### src/rtl/filter2d_pkg.sv
// Shared types and constants for the filter2d image stream blocks.
package filter2d_pkg;

    // Pixel width of every byte moved over the i_strb/i_data stream.
    localparam int PIX_W = 8;

    // Transmitter sequencing states.
    typedef enum logic [1:0] {
        IDLE  = 2'd0,
        READ  = 2'd1,
        WAIT  = 2'd2,
        DRAIN = 2'd3
    } tx_state_t;

    // Number of pixels in one frame.
    function automatic int FRAME_PIX(input int width, input int height);
        return width * height;
    endfunction

endpackage

### src/rtl/img_stream_tx.sv
// Frame-stream transmitter: reads one WIDTH x HEIGHT frame from a sync-read
// memory in raster order and emits it one byte per o_strb pulse, spaced GAP+1.
module img_stream_tx
    import filter2d_pkg::*;
#(
    parameter int WIDTH  = 256,
    parameter int HEIGHT = 256,
    parameter int ADDR_W = 16,
    parameter int GAP    = 0
) (
    input  logic              clk,
    input  logic              reset,
    input  logic              start,
    input  logic              abort,
    output logic              busy,
    output logic              done,
    output logic              mem_rd,
    output logic [ADDR_W-1:0] rd_addr,
    input  logic [PIX_W-1:0]  rd_data,
    output logic              o_strb,
    output logic [PIX_W-1:0]  o_data
);

    // Terminal address is compared on the full frame count, so a frame that
    // exactly fills the address space never relies on counter wrap.
    localparam logic [ADDR_W-1:0] LAST_ADDR = ADDR_W'(FRAME_PIX(WIDTH, HEIGHT) - 1);

    tx_state_t         state_q, state_d;
    logic              busy_q, busy_d;
    logic              done_q, done_d;
    logic              mem_rd_q, mem_rd_d;
    logic [ADDR_W-1:0] rd_addr_q, rd_addr_d;
    logic [ADDR_W-1:0] addr_q, addr_d;     // next address to read
    logic              pend_q, pend_d;     // rd_data valid this cycle
    logic              o_strb_q, o_strb_d;
    logic [PIX_W-1:0]  o_data_q, o_data_d;
    logic              gap_last;           // pacing gap has elapsed

    generate
        if (GAP > 0) begin : g_gap
            localparam int GW = $clog2(GAP + 1);
            logic [GW-1:0] gap_q, gap_d;

            // Reload the gap count on every read, count it down while waiting.
            always_comb begin
                gap_d = gap_q;
                if (state_q == READ) begin
                    gap_d = GW'(GAP - 1);
                end else if (state_q == WAIT && gap_q != '0) begin
                    gap_d = gap_q - GW'(1);
                end
            end

            // Gap counter register.
            always_ff @(posedge clk or posedge reset) begin
                if (reset) begin
                    gap_q <= '0;
                end else begin
                    gap_q <= gap_d;
                end
            end

            assign gap_last = (gap_q == '0);
        end else begin : g_nogap
            assign gap_last = 1'b1;
        end
    endgenerate

    // Sequencing and data path: read issue, one-cycle capture, registered strobe.
    always_comb begin
        state_d   = state_q;
        busy_d    = busy_q;
        done_d    = 1'b0;
        mem_rd_d  = 1'b0;
        rd_addr_d = rd_addr_q;
        addr_d    = addr_q;
        pend_d    = mem_rd_q;
        o_strb_d  = pend_q;
        o_data_d  = pend_q ? rd_data : o_data_q;

        case (state_q)
            IDLE: begin
                // done_q high means this is the completion cycle: start is dropped.
                if (start && !abort && !done_q) begin
                    state_d   = READ;
                    busy_d    = 1'b1;
                    mem_rd_d  = 1'b1;
                    rd_addr_d = addr_q;
                    addr_d    = addr_q + ADDR_W'(1);
                end
            end
            READ: begin
                if (rd_addr_q == LAST_ADDR) begin
                    state_d = DRAIN;
                end else if (GAP == 0) begin
                    mem_rd_d  = 1'b1;
                    rd_addr_d = addr_q;
                    addr_d    = addr_q + ADDR_W'(1);
                end else begin
                    state_d = WAIT;
                end
            end
            WAIT: begin
                if (gap_last) begin
                    state_d   = READ;
                    mem_rd_d  = 1'b1;
                    rd_addr_d = addr_q;
                    addr_d    = addr_q + ADDR_W'(1);
                end
            end
            DRAIN: begin
                // Last byte is on the output and nothing is left in flight.
                if (!pend_q && o_strb_q) begin
                    state_d = IDLE;
                    busy_d  = 1'b0;
                    done_d  = 1'b1;
                    addr_d  = '0;
                end
            end
            default: state_d = IDLE;
        endcase

        // Cancel drops all in-flight data; o_data keeps the last emitted byte.
        if (abort && state_q != IDLE) begin
            state_d  = IDLE;
            busy_d   = 1'b0;
            done_d   = 1'b0;
            mem_rd_d = 1'b0;
            pend_d   = 1'b0;
            o_strb_d = 1'b0;
            o_data_d = o_data_q;
            addr_d   = '0;
        end
    end

    // State and output registers.
    always_ff @(posedge clk or posedge reset) begin
        if (reset) begin
            state_q   <= IDLE;
            busy_q    <= 1'b0;
            done_q    <= 1'b0;
            mem_rd_q  <= 1'b0;
            rd_addr_q <= '0;
            addr_q    <= '0;
            pend_q    <= 1'b0;
            o_strb_q  <= 1'b0;
            o_data_q  <= '0;
        end else begin
            state_q   <= state_d;
            busy_q    <= busy_d;
            done_q    <= done_d;
            mem_rd_q  <= mem_rd_d;
            rd_addr_q <= rd_addr_d;
            addr_q    <= addr_d;
            pend_q    <= pend_d;
            o_strb_q  <= o_strb_d;
            o_data_q  <= o_data_d;
        end
    end

    assign busy    = busy_q;
    assign done    = done_q;
    assign mem_rd  = mem_rd_q;
    assign rd_addr = rd_addr_q;
    assign o_strb  = o_strb_q;
    assign o_data  = o_data_q;

endmodule

### config.mk
export PLATFORM = sky130hd
export DESIGN_NAME = img_stream_tx
export DESIGN_NICKNAME = d
export VERILOG_FILES = /design/src/rtl/filter2d_pkg.sv /design/src/rtl/img_stream_tx.sv
export SDC_FILE = /design/constraint.sdc
export NUM_CORES = 1
export LEC_CHECK = 0
export ABC_CLOCK_PERIOD_IN_PS = 1830
export CORE_ASPECT_RATIO = 0.5
export CORE_MARGIN = 4
export CORE_UTILIZATION = 30
export DETAILED_ROUTE_END_ITERATION = 7
export SETUP_SLACK_MARGIN = 0.2
export SLEW_MARGIN = 20
export SYNTH_ARGS = -nofsm -noshare
export SYNTH_HDL_FRONTEND = slang
export SYNTH_SLANG_ARGS = --single-unit
### constraint.sdc
create_clock -name clk -period 1.83 [get_ports clk]
set_input_delay 0.366 -clock clk [delete_from_list [all_inputs] [get_ports clk]]
set_output_delay 0.366 -clock clk [all_outputs]
set_load 0.05 [all_outputs]
==> run summary, run 1 <==
latest clock arrival within the worst-skew pair -> 0.29 ns
Reg-to-Reg Start -> rd_addr[8]
wire per inst -> 14.6 um
RSZ-0062 raised after global routing -> yes
CTS tree -> yes
DR vias/cell -> 4.93
# fillers -> 619
Post-Synth Adder-Cell Area -> 0.00594
Routed Antenna Nets -> 0
worst-path cell chain -> nand4_1 -> buf_4 -> nor4_4 -> o21ai_2 -> nand2_2 -> buf_12 -> mux2_2
Buffers on Ports -> 39
Reg clk slew, reported paths -> 0.06 ns
LEAKAGE -> 0.00147 uW
Crit path required time -> 2.00 ns
Synth top area share -> 0.558
status -> complete, but fails checks
Core Util, Final -> 0.470
Slew Viols, Final -> 0
Post-Synth Simple-Gate Area -> 0.143
share of layout cells above drive strength 1 -> 0.496
number of synthesized flops with an enable pin -> 0
Gate Count Post-Synth -> 188
Yosys cell types -> 30
setup violators final -> 1
area grow syn2layout -> 50.8%
commonest cells after routing, fill and taps aside -> buf_4, dfrtp_1, dfrtp_2, mux2_4, o21ai_1
Placement Setup Slack -> -0.455 ns
ANT cells -> 0
first-pass GRT wire length -> 9030 um
TritonCTS buffer count -> 5
Critical Path Max Stage Delay -> 0.36 ns
DIE WIDTH -> 127 um
grt total ovfl -> 0
hold crit path type -> input pin to async pin
initial antenna violation count -> 0
CP Launch Type -> register
Die H -> 67.3 um
slew margin rel. -> 0.629
drt drc -> 0
CTS Sinks -> 47
via count -> 1,793
Initial Util -> 0.312
CTS Hold Bufs -> 0
Worst VDD drop -> 0.000743 V
Crit Path Category -> register to register
design area -> 3180 sq um
final period demand of the worst path -> 1.84 ns
Avg Cell Area, Syn -> 11.2 sq um
Post-synth top flop -> dfrtp_1
HPWL Detailed -> 3860 um
xor/xnor cell area share of the yosys netlist -> 0
Hold Vio Cnt, Final -> 0
period utilization -> 1.01
clk buf depth -> 2
routed wire length -> 5310 um
mux contribution to synthesized area -> 0.128
CP max FO -> 16
H-tree depth -> 2
post-route setup slack -> -0.0146 ns
Max Cap Violations -> 0
hold_ws -> 0.368 ns
Root Driver -> clkbuf_16
Post-Syn Area -> 2110 sq um
routability cong. -> 0.813
flop2flop setup slack -> -0.01 ns
sequential share of the synthesized area -> 0.558
DRT Pass-1 Iters -> 4
Synth async-reset ratio -> 1.00
Power per Cell Area -> 1100 nW/um^2
vias in the first global route -> 1,918
Worst Reg2Reg Path Length in Cells -> 7
Seq cells post-synth -> 47
failing checks -> negative setup slack
Post-Place Cell Area -> 2870 sq um
setup_tns -> -0.0146 ns
die footprint -> 8510 sq um
skew final -> 0.00520 ns
Syn Nets -> 201
Core Rows -> 21
Warnings, synthesis -> 0
WP data arrival -> 2.02 ns
Worst path slowest cell -> dfrtp_2
Fmax -> 542 MHz
fin nets -> 284
IO Pins -> 40
gr usage total -> 0.132
largest net degree at the start of global routing -> 21
Setup crit end kind -> register
Least-Margin Pin Slew -> 0.554 ns
commonest non-fill, non-tap cell in the layout -> buf_4
largest cells by area after synthesis -> dfrtp_1, mux2_2, o21ai_0, o31ai_1, nand3_1
complex-gate fraction of the synthesized area -> 0.134
DR iter-0 viols -> 89
Yosys top cell by area -> dfrtp_1
largest family of logic cells by synthesized area -> simple AND/OR/NAND/NOR gates
core footprint -> 6750 sq um
Critical R2R Capture -> rd_addr[1]
[cell usage after synthesis (2+ instances only)]
master    count
a21oi_1       4
a31oi_1       3
and2_1        2
and3_1        3
buf_2         3
dfrtp_1      47
inv_1         6
mux2_2       24
nand2_1      13
nand2b_1      3
nand3_1      11
nand4_1       6
nor2_1       13
nor3_1        3
nor4_1        2
o21ai_0      22
o31ai_1       8
o41ai_1       3
[metrics by stage]
step	instances	total power (uW)
2_1_floorplan	188	2100
3_3_place_gp	352	2480
3_5_place_dp	352	2510
4_1_cts	362	3520
5_1_grt	364	3670
6_report	364	3500
[critical path, delay by kind of cell, from the launching register on]
kind	cells	cell delay, ns
buf+inv	2	0.37
flops	1	0.36
compound gates	1	0.10
mux	1	0.34
simple gates	3	0.54
[registers in the layout (all words and copies together), names as in the netlist]
name     flops
addr_q      16
busy         1
done         1
mem_rd       1
o_data       8
o_strb       1
pend_q       1
rd_addr     16
state_q      2
[how the worst max path moves through the flow]
| stage | startpoint | end | slack (ns) |
|---|---|---|---|
| 2_1_floorplan | rd_addr[4] | addr_q[5] | -0.05 |
| 3_3_place_gp | start | addr_q[15] | -0.39 |
| 3_5_place_dp | start | addr_q[10] | -0.45 |
| 4_1_cts | rd_addr[1] | addr_q[11] | 0.01 |
| 5_1_grt | rd_addr[8] | rd_addr[1] | -0.07 |
| 6_report | rd_addr[8] | rd_addr[1] | -0.01 |
[where the power goes]
| group | internal [uW] | switching, uW | leakage (uW) |
|---|---|---|---|
| Combinational | 485 | 730 | 0.000794 |
| Sequential | 1200 | 116 | 0.000595 |
| Clock | 581 | 384 | 0.0000761 |
| Total | 2270 | 1230 | 0.00147 |
[kinds of logic (layout without fill, tap and decap cells)]
kind of cell | count (synthesis) | in the layout
AND/OR/NAND/NOR | 60 | 60
flip-flops | 47 | 47
AO/OA/AOI/OAI | 44 | 44
multiplexers | 24 | 24
buffers and inverters | 12 | 96
adder cells (fa/ha/maj) | 1 | 1
[area by class of cell]
class / count / area [sq um] / area share
flip-flops and latches: 47 / 1200 / 0.377
multi-input cells: 129 / 996 / 0.314
well taps: 92 / 115 / 0.0362
inverters: 6 / 22.5 / 0.00709
clock inverters: 1 / 7.51 / 0.00236
clock buffers: 7 / 153 / 0.0481
repair buffers: 82 / 686 / 0.216
[per-layer routing]
layer	GRT usage	wire, um	vias up
li1	-	-	859
met1	0.168	2520	891
met2	0.229	2500	38
met3	0.0253	215	5
met4	0.0495	68	0
met5	0	0	-
[repair_timing]
action	4_1_cts	5_1_grt
endpoints found under the setup margin	33	33
hold endpoints to repair	0	0
gates cloned	0	0
resized for setup	9	23
buffers inserted	2	2
pin swaps	5	4
Note: power is estimated with default switching activity, not from simulation.
==> inputs of run 2 (changes only) <==
Settings changed: REMOVE_ABC_BUFFERS set to 1.
==> run summary, run 2 (same netlist as run 1, synthesis figures left out) <==
area of the multi-input gates -> 1000 sq um (+0.50%)
Buffers on Ports -> 39 (unchanged)
share of layout cells above drive strength 1 -> 0.438 (-0.0588)
final period demand of the worst path -> 1.81 ns (-0.0309 ns)
skew final -> 0.00343 ns (-0.00177 ns)
IO Pins -> 40 (unchanged)
Worst path slowest cell -> or4_4
Worst VDD drop -> 0.000608 V (-18%)
WP data arrival -> 1.99 ns (-0.03 ns)
FF/Latch Area -> 1180 sq um (-1.8%)
Core Rows -> 21 (unchanged)
fin nets -> 284 (unchanged)
hold_ws -> 0.432 ns (+0.0642 ns)
DIE WIDTH -> 127 um (unchanged)
Post-Place Cell Area -> 2820 sq um (-1.5%)
drt drc -> 0 (unchanged)
CTS Sinks -> 47 (unchanged)
setup violators final -> 0 (-1)
Buf/Inv on CP -> 1 (-1)
first-pass GRT wire length -> 8430 um (-6.7%)
worst-path cell chain -> nand4_1 -> or4_4 -> o31ai_4 -> buf_6 -> o21ai_1 -> o41ai_2
commonest non-fill, non-tap cell in the layout -> buf_4
vias in the first global route -> 1,809 (-5.7%)
H-tree depth -> 2 (unchanged)
status -> finished clean
Routed Antenna Nets -> 0 (unchanged)
hold crit path type -> input pin to async pin
setup_tns -> 0 ns (+0.0146 ns)
Critical R2R Capture -> addr_q[11]
Least-Margin Pin Slew -> 0.561 ns (+0.00754 ns)
gr usage total -> 0.126 (-0.00622)
Crit Path Category -> register to register
area grow syn2layout -> 51.2%
DR iter-0 viols -> 118 (+33%)
routability cong. -> 0.825 (+1.5%)
DRT Pass-1 Iters -> 4 (unchanged)
slew margin rel. -> 0.626 (-0.00274)
Crit path required time -> 2.00 ns (about the same)
Setup crit end kind -> register
Reg-to-Reg Start -> rd_addr[13]
CTS Hold Bufs -> 0 (unchanged)
latest clock arrival within the worst-skew pair -> 0.29 ns (about the same)
Die H -> 67.3 um (unchanged)
routed wire length -> 5350 um (+0.83%)
largest net degree at the start of global routing -> 48 (+130%)
LEAKAGE -> 0.00148 uW (+1.0%)
Power per Cell Area -> 1110 nW/um^2 (+0.93%)
Max Cap Violations -> 0 (unchanged)
wire per inst -> 14.7 um (+0.83%)
Top delay family on crit path -> simple AND/OR/NAND/NOR gates
CTS tree -> yes
design area -> 3190 sq um (+0.28%)
die footprint -> 8510 sq um (unchanged)
Fmax -> 551 MHz (+1.7%)
ANT cells -> 0 (unchanged)
Worst Reg2Reg Path Length in Cells -> 6 (-1)
Core Util, Final -> 0.472 (+0.00130)
clk buf depth -> 2 (unchanged)
HPWL Detailed -> 3780 um (-1.9%)
RSZ-0062 raised after global routing -> yes
period utilization -> 0.991 (-0.0169)
grt total ovfl -> 0 (unchanged)
initial antenna violation count -> 0 (unchanged)
flop2flop setup slack -> 0.02 ns (+0.03 ns)
# fillers -> 615 (-0.65%)
DR vias/cell -> 4.91 (-0.39%)
Hold Vio Cnt, Final -> 0 (unchanged)
CP Launch Type -> register
commonest cells after routing, fill and taps aside -> buf_4, dfrtp_1, mux2_4, nor2_1, nand2_1
TritonCTS buffer count -> 5 (unchanged)
Slew Viols, Final -> 0 (unchanged)
Root Driver -> clkbuf_16
CP max FO -> 10 (-6)
core footprint -> 6750 sq um (unchanged)
Reg clk slew, reported paths -> 0.06 ns (about the same)
via count -> 1,786 (-0.39%)
Critical Path Max Stage Delay -> 0.59 ns (+0.23 ns)
Initial Util -> 0.312 (unchanged)
## run 2: cell type report
cell class              count  area share
clock buffers               6      0.0436
clock inverters             2     0.00511
inverters                   6     0.00707
multi-input cells         129       0.314
flip-flops and latches     47       0.369
well taps                  92      0.0361
repair buffers             82       0.225
## run 2: worst max-delay path by stage
stage	startpoint	cells past startpoint	slack, ns	end
6_report	rd_addr[13]	6	0.02	addr_q[11]
3_5_place_dp	start	6	-0.42	addr_q[3]
2_1_floorplan	rd_addr[13]	5	-0.28	addr_q[11]
3_3_place_gp	start	6	-0.39	addr_q[11]
4_1_cts	start	7	0.04	addr_q[15]
5_1_grt	rd_addr[13]	6	-0.08	addr_q[11]
## run 2: timing repair
action | CTS | global route
endpoints found under the setup margin | 33 | 33
gates cloned | 1 | 0
buffers inserted | 4 | 0
pin swaps | 3 | 5
resized for setup | 20 | 30
## run 2: stage by stage
step,worst slack [ns],power (uW),cells
global route,-0.0798,3700,364
global placement,-0.388,2460,351
CTS,0.0448,3500,364
floorplan,-0.285,2030,182
detailed placement,-0.423,2500,351
finish,0.0163,3540,364
## run 2: layer usage
layer | share of wire | wire length [um] | vias to the layer above | GRT usage
met3 | 0.042 | 227 | 7 | 0.0316
met2 | 0.45 | 2390 | 43 | 0.200
met4 | 0.015 | 82 | 0 | 0.0521
met5 | 0 | 0 | - | 0
li1 | - | - | 862 | -
met1 | 0.50 | 2650 | 874 | 0.167
## run 2: worst min-delay path: cells and delay by family
family	cells	cell delay [ns]
buffers and inverters	3	0.73
## run 2: report_power, final
| group | internal [uW] | total (uW) | switching, uW |
|---|---|---|---|
| Clock | 545 | 929 | 383 |
| Sequential | 1190 | 1310 | 119 |
| Combinational | 533 | 1300 | 763 |
